==> config.mk <==
export PLATFORM = sky130hd
export DESIGN_NAME = pipe_stage_hs
export DESIGN_NICKNAME = d
export VERILOG_FILES = /design/src/rtl/pipe_pkg.sv /design/src/rtl/pipe_slot.sv /design/src/rtl/pipe_stage_hs.sv
export SDC_FILE = /design/constraint.sdc
export NUM_CORES = 1
export LEC_CHECK = 0
export CELL_PAD_IN_SITES_DETAIL_PLACEMENT = 0
export CELL_PAD_IN_SITES_GLOBAL_PLACEMENT = 1
export CORE_MARGIN = 2
export CORE_UTILIZATION = 29
export CTS_CLUSTER_SIZE = 16
export DETAILED_ROUTE_END_ITERATION = 10
export GPL_TIMING_DRIVEN = 0
export HOLD_SLACK_MARGIN = 0.15
export PLACE_DENSITY = 0.78
export SYNTH_ARGS = -nofsm -noshare
export SYNTH_HDL_FRONTEND = slang
export SYNTH_HIERARCHICAL = 1
export SYNTH_SLANG_ARGS = --single-unit
export TNS_END_PERCENT = 30
==> constraint.sdc <==
create_clock -name clk -period 1.9 [get_ports clk]
set_clock_uncertainty 0.1 [all_clocks]
set_input_delay 0.57 -clock clk [delete_from_list [all_inputs] [get_ports clk]]
set_output_delay 0.57 -clock clk [all_outputs]
set_load 0.02 [all_outputs]
==> src/rtl/pipe_pkg.sv <==
// Shared types and constants for the handshaked pipeline stage.
// The skid slot is enabled with the PIPE_STAGE_SKID_EN macro (see pipe_stage_hs).
package pipe_pkg;

  // Stage occupancy states: nothing held, main slot held, main and skid held.
  typedef enum logic [1:0] {
    EMPTY = 2'd0,
    FULL  = 2'd1,
    SKID  = 2'd2
  } state_t;

  // Control word shown downstream when no valid entry is presented.
  localparam int                        DEFAULT_CTRL_W      = 16;
  localparam logic [DEFAULT_CTRL_W-1:0] BUBBLE_CTRL_DEFAULT = '0;

  // Number of entries held in a given state.
  function automatic logic [1:0] state_occupancy(input state_t s);
    logic [1:0] occ;
    case (s)
      FULL:    occ = 2'd1;
      SKID:    occ = 2'd2;
      default: occ = 2'd0;
    endcase
    return occ;
  endfunction

endpackage

==> src/rtl/pipe_slot.sv <==
// One payload+control register with load enable and synchronous clear.
// Reset and clear both return the slot to zero and win over load.
module pipe_slot #(
  parameter int W = 64
) (
  input  logic         clk,
  input  logic         reset,
  input  logic         clear,
  input  logic         load,
  input  logic [W-1:0] d,
  output logic [W-1:0] q
);

  // Hold, load or clear the stored word.
  always_ff @(posedge clk) begin
    if (reset || clear) begin
      q <= '0;
    end else if (load) begin
      q <= d;
    end
  end

endmodule

==> src/rtl/pipe_stage_hs.sv <==
// Valid/ready pipeline register stage with optional skid slot.
// Define PIPE_STAGE_SKID_EN for a fully registered in_ready backed by a skid
// slot; without it in_ready is out_ready | ~out_valid and at most one entry
// is held.
//
// Handshake: a transfer happens on a rising clk edge where valid and ready
// are both high on that side. Once out_valid rises, out_data/out_ctrl stay
// put until the entry is released; out_valid never drops without a release
// except on flush or reset (reset > flush > handshake).
module pipe_stage_hs
  import pipe_pkg::*;
#(
  parameter int                 DATA_W      = 48,
  parameter int                 CTRL_W      = 16,
  parameter logic [CTRL_W-1:0]  BUBBLE_CTRL = CTRL_W'(BUBBLE_CTRL_DEFAULT)
) (
  input  logic              clk,
  input  logic              reset,
  input  logic              flush,
  input  logic              in_valid,
  output logic              in_ready,
  input  logic [DATA_W-1:0] in_data,
  input  logic [CTRL_W-1:0] in_ctrl,
  output logic              out_valid,
  input  logic              out_ready,
  output logic [DATA_W-1:0] out_data,
  output logic [CTRL_W-1:0] out_ctrl,
  output logic [1:0]        occupancy
);

  localparam int SLOT_W = DATA_W + CTRL_W;

  // state is the FSM observation point for checkers.
  state_t            state;
  state_t            state_nxt;
  logic              valid_q;
  logic [1:0]        occ_q;
  logic              accept;
  logic              pop;
  logic              main_load;
  logic [SLOT_W-1:0] main_d;
  logic [SLOT_W-1:0] main_q;

`ifdef PIPE_STAGE_SKID_EN
  logic              ready_q;
  logic              skid_load;
  logic              main_from_skid;
  logic [SLOT_W-1:0] skid_q;

  // Registered ready: only the SKID state refuses new entries.
  assign in_ready = ready_q;
  assign main_d   = main_from_skid ? skid_q : {in_data, in_ctrl};
`else
  // Without a skid slot the stage can take a new entry whenever the held one
  // leaves this cycle or nothing is held.
  assign in_ready = out_ready | ~valid_q;
  assign main_d   = {in_data, in_ctrl};
`endif

  assign accept    = in_valid & in_ready;
  assign pop       = valid_q & out_ready;
  assign out_valid = valid_q;
  assign occupancy = occ_q;
  assign out_data  = main_q[SLOT_W-1:CTRL_W];
  assign out_ctrl  = valid_q ? main_q[CTRL_W-1:0] : BUBBLE_CTRL;

  // Next state and slot load enables from the two handshakes.
  always_comb begin
    state_nxt = state;
    main_load = 1'b0;
`ifdef PIPE_STAGE_SKID_EN
    skid_load      = 1'b0;
    main_from_skid = 1'b0;
`endif
    case (state)
      EMPTY: begin
        if (accept) begin
          state_nxt = FULL;
          main_load = 1'b1;
        end
      end
      FULL: begin
        if (accept && pop) begin
          main_load = 1'b1;
        end else if (pop) begin
          state_nxt = EMPTY;
`ifdef PIPE_STAGE_SKID_EN
        end else if (accept) begin
          state_nxt = SKID;
          skid_load = 1'b1;
`endif
        end
      end
`ifdef PIPE_STAGE_SKID_EN
      SKID: begin
        if (pop) begin
          state_nxt      = FULL;
          main_load      = 1'b1;
          main_from_skid = 1'b1;
        end
      end
`endif
      default: state_nxt = EMPTY;
    endcase
  end

  // FSM state with registered valid/ready/occupancy decoded from next state.
  always_ff @(posedge clk) begin
    if (reset || flush) begin
      state   <= EMPTY;
      valid_q <= 1'b0;
      occ_q   <= 2'd0;
`ifdef PIPE_STAGE_SKID_EN
      ready_q <= 1'b1;
`endif
    end else begin
      state   <= state_nxt;
      valid_q <= (state_nxt != EMPTY);
      occ_q   <= state_occupancy(state_nxt);
`ifdef PIPE_STAGE_SKID_EN
      ready_q <= (state_nxt != SKID);
`endif
    end
  end

  pipe_slot #(.W(SLOT_W)) u_main (
    .clk   (clk),
    .reset (reset),
    .clear (flush),
    .load  (main_load),
    .d     (main_d),
    .q     (main_q)
  );

`ifdef PIPE_STAGE_SKID_EN
  pipe_slot #(.W(SLOT_W)) u_skid (
    .clk   (clk),
    .reset (reset),
    .clear (flush),
    .load  (skid_load),
    .d     ({in_data, in_ctrl}),
    .q     (skid_q)
  );
`endif

endmodule

==> flow_metrics.env, run 1 <==
export IMPL_outcome="completed"
export IMPL_nets=457
export IMPL_power_density_nw_per_um2=803.0
export IMPL_synth_warnings=6
export IMPL_post_place_ws_ns=-0.5907
export IMPL_combPwrFrac_pct=12.1
export IMPL_finalSetupViolations=0
export IMPL_initial_core_util_pct=30.04
export IMPL_grt_pass1_vias=2062
export IMPL_row_count=34
export IMPL_slowest_stage="dfxtp_4"
export IMPL_cts_tree="built"
export IMPL_hold_viol=0
export IMPL_via_per_inst=4.246
export IMPL_cts_buffer_depth=2
export IMPL_crit_type="reg -> out"
export IMPL_post_cts_buffers=0
export IMPL_synth_seq_cells=69
export IMPL_critPathLaunchType="flop"
export IMPL_die_w_microns=99.28
export IMPL_syn_cell_area_sq_um=2633
export IMPL_syn_area_per_cell_sq_um=10.97
export IMPL_rsz0062_at_grt="no"
export IMPL_grt_pass1_wl_mm=10.29
export IMPL_synth_top_area_share_pct=52.47
export IMPL_grt_use_total_pct=13.07
export IMPL_min_path_type="reg -> reg"
export IMPL_antenna_found_initial=0
export IMPL_syn_to_final_growth_pct=62.17
export IMPL_crit_required_ns=1.23
export IMPL_layout_common_cells="dfxtp_1 (68), clkdlybuf4s50_1 (67), mux2i_1 (65), nor2_1 (65), dlygate4sd2_1 (52)"
export IMPL_place_area_sq_um=4133
export IMPL_post_drt_wl_per_cell_microns=12.86
export IMPL_post_route_period_util_pct=96.58
export IMPL_cap_violations=0
export IMPL_fp_dieArea_sq_um=9856
export IMPL_drt_met1_wl_mm=2.907
export IMPL_design_area_sq_um=4269
export IMPL_clock_latency_ns=0.33
export IMPL_peakVddDrop_v=0.0003519
export IMPL_cts_root_buf="clkbuf_8"
export IMPL_endpoint_kind="output pin"
export IMPL_overflow=0
export IMPL_wl_met3_microns=402
export IMPL_finalCriticalPeriod_ns=1.835
export IMPL_wl_met2_mm=3.040
export IMPL_drive_above_1_share_pct=13.49
export IMPL_grt_max_degree=13
export IMPL_power_net_switching_mw=0.7516
export IMPL_synthCells=240
export IMPL_path_max_fanout=10
export IMPL_yosysUniqueCellTypes=14
export IMPL_fin_util_pct=48.72
export IMPL_final_common_cell="dfxtp_1"
export IMPL_first_iter_violations=23
export IMPL_vias=2127
export IMPL_cp_top_family="flip-flops"
export IMPL_crit_path_max_incr_delay_ns=0.38
export IMPL_yosys_area_top_type="dfxtp_1"
export IMPL_drtAntennaViolNets=0
export IMPL_path_buf_inv=2
export IMPL_p_leak_nw=1.913
export IMPL_highest_signal_layer="met4"
export IMPL_io_buffer_count=136
export IMPL_pwr_share_seq_pct=43.6
export IMPL_dr_pass1_iters=4
export IMPL_h_tree_depth=3
export IMPL_die_h_microns=99.28
export IMPL_synth_seq_area_share_pct=52.47
export IMPL_cp_arrival_ns=1.17
export IMPL_clkPwrFrac_pct=44.3
export IMPL_fin_ws_ns=0.06494
export IMPL_clk_transition_reported_paths_ns=0.07
export IMPL_synth_area_leaders="dfxtp_1 (52%), mux2i_1 (25%), nor2_1 (9.3%)"
export IMPL_finalWirelength_mm=6.444
export IMPL_p_int_mw=2.676
export IMPL_drc=0
export IMPL_fmax_ghz=0.5449
export IMPL_swShare_pct=21.93
export IMPL_diodes=0
export IMPL_routabilityCongestion=0.6646
export IMPL_coreArea_sq_um=8763
export IMPL_p_total_mw=3.428
export IMPL_path_cells="buf_4 -> and2_1 -> buf_2"
export IMPL_cts_sinks=69
export IMPL_slew_violations=0
export IMPL_ios=137
export IMPL_cts_buffers=9
export IMPL_dp_hpwl_mm=4.653
synth_stat cells:
cell,n
dfxtp_1,69
mux2i_1,65
nor2_1,65
and2_1,16
buf_6,8
buf_8,6
a211oi_1,3
nand2b_1,2
and4b_2,1
buf_2,1
clkbuf_1,1
conb_1,1
or2_1,1
or3_4,1
final timing paths:
path                start           end  slack, ns  cells after the start
min          u_main/q[61]  u_main/q[61]       0.39                      2
min reg2reg  u_main/q[61]  u_main/q[61]       0.39                      2
max reg2reg     out_valid   u_main/q[7]       0.18                      7
max             out_valid   out_ctrl[0]       0.06                      3
worst min-delay path: cells and delay by family (launching register included):
family	cells	cell delay, ns
mux	1	0.06
flops	1	0.32
simple gates	1	0.07
cell type report:
cell class | count | area (sq um)
fill | 884 | 4494
sequential | 69 | 1385
clock inverter | 5 | 106.4
timing repair buffer | 136 | 1216
clock buffer | 11 | 151.4
buffer | 16 | 201.4
multi-input combinational | 156 | 1074
tap | 108 | 135.1
layer usage:
metal / GRT usage (%) / vias up
li1: - / 1086
met1: 17.04 / 960
met2: 20.22 / 72
met3: 3.935 / 9
met4: 5.374 / 0
met5: 0 / -
stage by stage:
| step | hold WS (ns) | TNS [ns] | std cells |
|---|---|---|---|
| 5_1_grt | 0.4186 | 0 | 501 |
| 6_report | 0.3896 | 0 | 501 |
| 3_5_place_dp | 0.3777 | -28.48 | 485 |
| 3_3_place_gp | 0.3641 | -28.02 | 485 |
| 4_1_cts | 0.3985 | 0 | 501 |
| 2_1_floorplan | 0.3522 | 0 | 241 |
sequential cells by signal, indices dropped and copies added (netlist names):
signal	cells
u_main/q	64
occupancy	2
out_valid	1
state	2
power by group through the flow:
| stage | Combinational (mW) | Clock [mW] | Sequential (mW) |
|---|---|---|---|
| after floorplan | 0.182 | 0 | 1.56 |
| after global placement | 0.434 | 0 | 1.53 |
| after detailed placement | 0.435 | 0 | 1.53 |
| after CTS | 0.421 | 1.56 | 1.49 |
| after global routing | 0.447 | 1.64 | 1.50 |
| final | 0.416 | 1.52 | 1.49 |
timing repair:
item,4_1_cts,5_1_grt
gates resized for setup,128,1
gates cloned,0,0
hold buffers,0,0
setup endpoints to repair,128,1
cells by family after synthesis:
group / count (synthesis) / share of synthesized area [%]
AND/OR/NAND/NOR: 86 / 14.64
flip-flops: 69 / 52.47
multiplexers: 65 / 24.71
buffers and inverters: 16 / 7.177
AO/OA/AOI/OAI: 3 / 0.8555
other: 1 / 0.1424
No activity file was read; power rests on OpenSTA's default activity.
==> run 2: changes to the inputs <==
--- a/config.mk
+++ b/config.mk
@@ -18,4 +18,4 @@
 export SYNTH_HDL_FRONTEND = slang
 export SYNTH_HIERARCHICAL = 1
 export SYNTH_SLANG_ARGS = --single-unit
-export TNS_END_PERCENT = 30
+export TNS_END_PERCENT = 10
==> run 2 against run 1 <==
  * Combinational power is essentially flat
  * Count of clock-buffer cells in the layout is the same
  * First-iteration DRC count shrank 8.7%
  * Routed wire length is essentially flat
  * Sequential power is essentially flat
  * Fmax is essentially flat
  * Non-clock buffer count is the same
  * Die area is the same
  * Total power is essentially flat
  * Global-route usage is the same
==> flow_metrics.env, run 2 (same netlist as run 1, synthesis figures left out) <==
export IMPL_layout_common_cells="dfxtp_1 (68), clkdlybuf4s50_1 (67), mux2i_1 (65), nor2_1 (65), dlygate4sd2_1 (52)"
export IMPL_nets=457
export IMPL_cts_tree="built"
export IMPL_dp_hpwl_mm=4.653
export IMPL_ff2ff_setup_slack_ns=0.21
export IMPL_finalSetupViolations=0
export IMPL_fmax_ghz=0.5448
export IMPL_design_area_sq_um=4275
export IMPL_vias=2128
export IMPL_io_buffer_count=136
export IMPL_path_cells="clkdlybuf4s50_1 -> and4b_2 -> buf_6 -> buf_8 -> mux2i_1 -> nor2_1"
export IMPL_outcome="completed"
export IMPL_overflow=0
export IMPL_h_tree_depth=3
export IMPL_min_path_type="reg -> reg"
export IMPL_hold_depth=2
export IMPL_path_buf_inv=3
export IMPL_hold_buffers=0
export IMPL_wl_met2_mm=3.032
export IMPL_wl_met3_microns=402
export IMPL_post_route_period_util_pct=96.61
export IMPL_fin_ws_ns=0.06435
export IMPL_crit_start="in_valid"
export IMPL_grt_pass1_wl_mm=10.29
export IMPL_drt_met1_wl_mm=2.913
export IMPL_post_place_ws_ns=-0.5907
export IMPL_endpoint_kind="flop"
export IMPL_p_leak_nw=1.913
export IMPL_setup_worst_path_end="u_main/q[7]"
export IMPL_critPathLaunchType="input pin"
export IMPL_cp_arrival_ns=1.96
export IMPL_path_max_fanout=10
export IMPL_peakVddDrop_v=0.0003502
export IMPL_via_per_inst=4.248
export IMPL_final_seq_area_sq_um=1385
export IMPL_hold_viol=0
export IMPL_cts_buffers=9
export IMPL_grt_use_total_pct=13.07
export IMPL_cp_top_family="buffers and inverters"
export IMPL_r2r_end="u_main/q[7]"
export IMPL_cts_root_buf="clkbuf_8"
export IMPL_fp_dieArea_sq_um=9856
export IMPL_clock_latency_ns=0.33
export IMPL_antenna_found_initial=0
export IMPL_diodes=0
export IMPL_drtAntennaViolNets=0
export IMPL_final_common_cell="dfxtp_1"
export IMPL_dr_pass1_iters=4
export IMPL_worstRegToRegCells=7
export IMPL_fillers=884
export IMPL_crit_type="in -> reg"
export IMPL_drive_above_1_share_pct=13.49
export IMPL_rsz0062_at_grt="no"
export IMPL_ios=137
export IMPL_first_iter_violations=21
export IMPL_die_h_microns=99.28
export IMPL_highest_signal_layer="met4"
export IMPL_rr_startpoint="out_valid"
export IMPL_hold_start="u_main/q[61]"
export IMPL_finalCriticalPeriod_ns=1.836
export IMPL_path_depth=6
export IMPL_crit_path_max_incr_delay_ns=0.50
export IMPL_coreArea_sq_um=8763
export IMPL_cap_violations=0
export IMPL_slew_violations=0
export IMPL_place_area_sq_um=4133
export IMPL_die_w_microns=99.28
export IMPL_initial_core_util_pct=30.04
export IMPL_cts_sinks=69
export IMPL_crit_required_ns=2.03
export IMPL_grt_max_degree=13
export IMPL_post_drt_wl_per_cell_microns=12.86
export IMPL_clk_transition_reported_paths_ns=0.07
export IMPL_row_count=34
export IMPL_regMostFlops="u_main/q"
export IMPL_largest_register_ffs=64
export IMPL_power_density_nw_per_um2=801.5
export IMPL_multi_input_area_sq_um=1074
export IMPL_finalWirelength_mm=6.442
export IMPL_routabilityCongestion=0.6646
export IMPL_syn_to_final_growth_pct=62.40
export IMPL_grt_pass1_vias=2062
export IMPL_cts_buffer_depth=2
export IMPL_slowest_stage="clkdlybuf4s50_1"
export IMPL_drc=0
[run 2: cell counts in the layout (fill, tap and decap cells not counted)]
No cell type changed its count.
[run 2: timing repair]
action	in CTS	in global routing
pin swaps	0	0
setup buffers	0	0
gates resized for setup	127	4
endpoints found under the setup margin	128	2
[run 2: through the flow]
step / total power [mW] / std cells / setup TNS [ns] / utilization, % / hold WS [ns]
5_1_grt: 3.585 / 501 / 0 / 48.79 / 0.4186
4_1_cts: 3.480 / 501 / -0.05736 / 48.76 / 0.3985
3_3_place_gp: 1.963 / 485 / -28.02 / 47.16 / 0.3641
2_1_floorplan: 1.741 / 241 / 0 / - / 0.3522
6_report: 3.427 / 501 / 0 / 48.79 / 0.3896
3_5_place_dp: 1.965 / 485 / -28.48 / 47.16 / 0.3777
[run 2: worst min path at each step]
stage | end | slack, ns
6_report | u_main/q[61] | 0.39
5_1_grt | u_main/q[5] | 0.42
4_1_cts | u_main/q[50] | 0.40
3_5_place_dp | u_main/q[12] | 0.38
3_3_place_gp | u_main/q[0] | 0.36
2_1_floorplan | u_main/q[0] | 0.35
[run 2: report_power, final]
part           total (mW)  internal, mW  switching [mW]
logic               0.416         0.251           0.165
registers            1.49          1.48          0.0157
clock network        1.52         0.946           0.569
total                3.43          2.68           0.750
[run 2: layer usage]
layer  up-vias  track usage [%]
li1       1088                -
met1       959            17.04
met2        72            20.22
met3         9            3.935
met4         0            5.374
met5         -                0
[run 2: worst reg2reg max path, stage by stage (launching register included)]
cell and delay (ns):
dfxtp_4 0.39, buf_6 0.14, nand2b_1 0.09, and4b_2 0.21
buf_6 0.20, buf_8 0.18, mux2i_1 0.22, nor2_1 0.05
[run 2: layout make-up]
| type | instances | area share, % |
|---|---|---|
| Buffer | 16 | 4.800 |
| Clock buffer | 11 | 3.541 |
| Clock inverter | 5 | 2.488 |
| Multi-Input combinational cell | 156 | 25.11 |
| Sequential cell | 69 | 32.40 |
| Tap cell | 108 | 3.161 |
| Timing Repair Buffer | 136 | 28.50 |
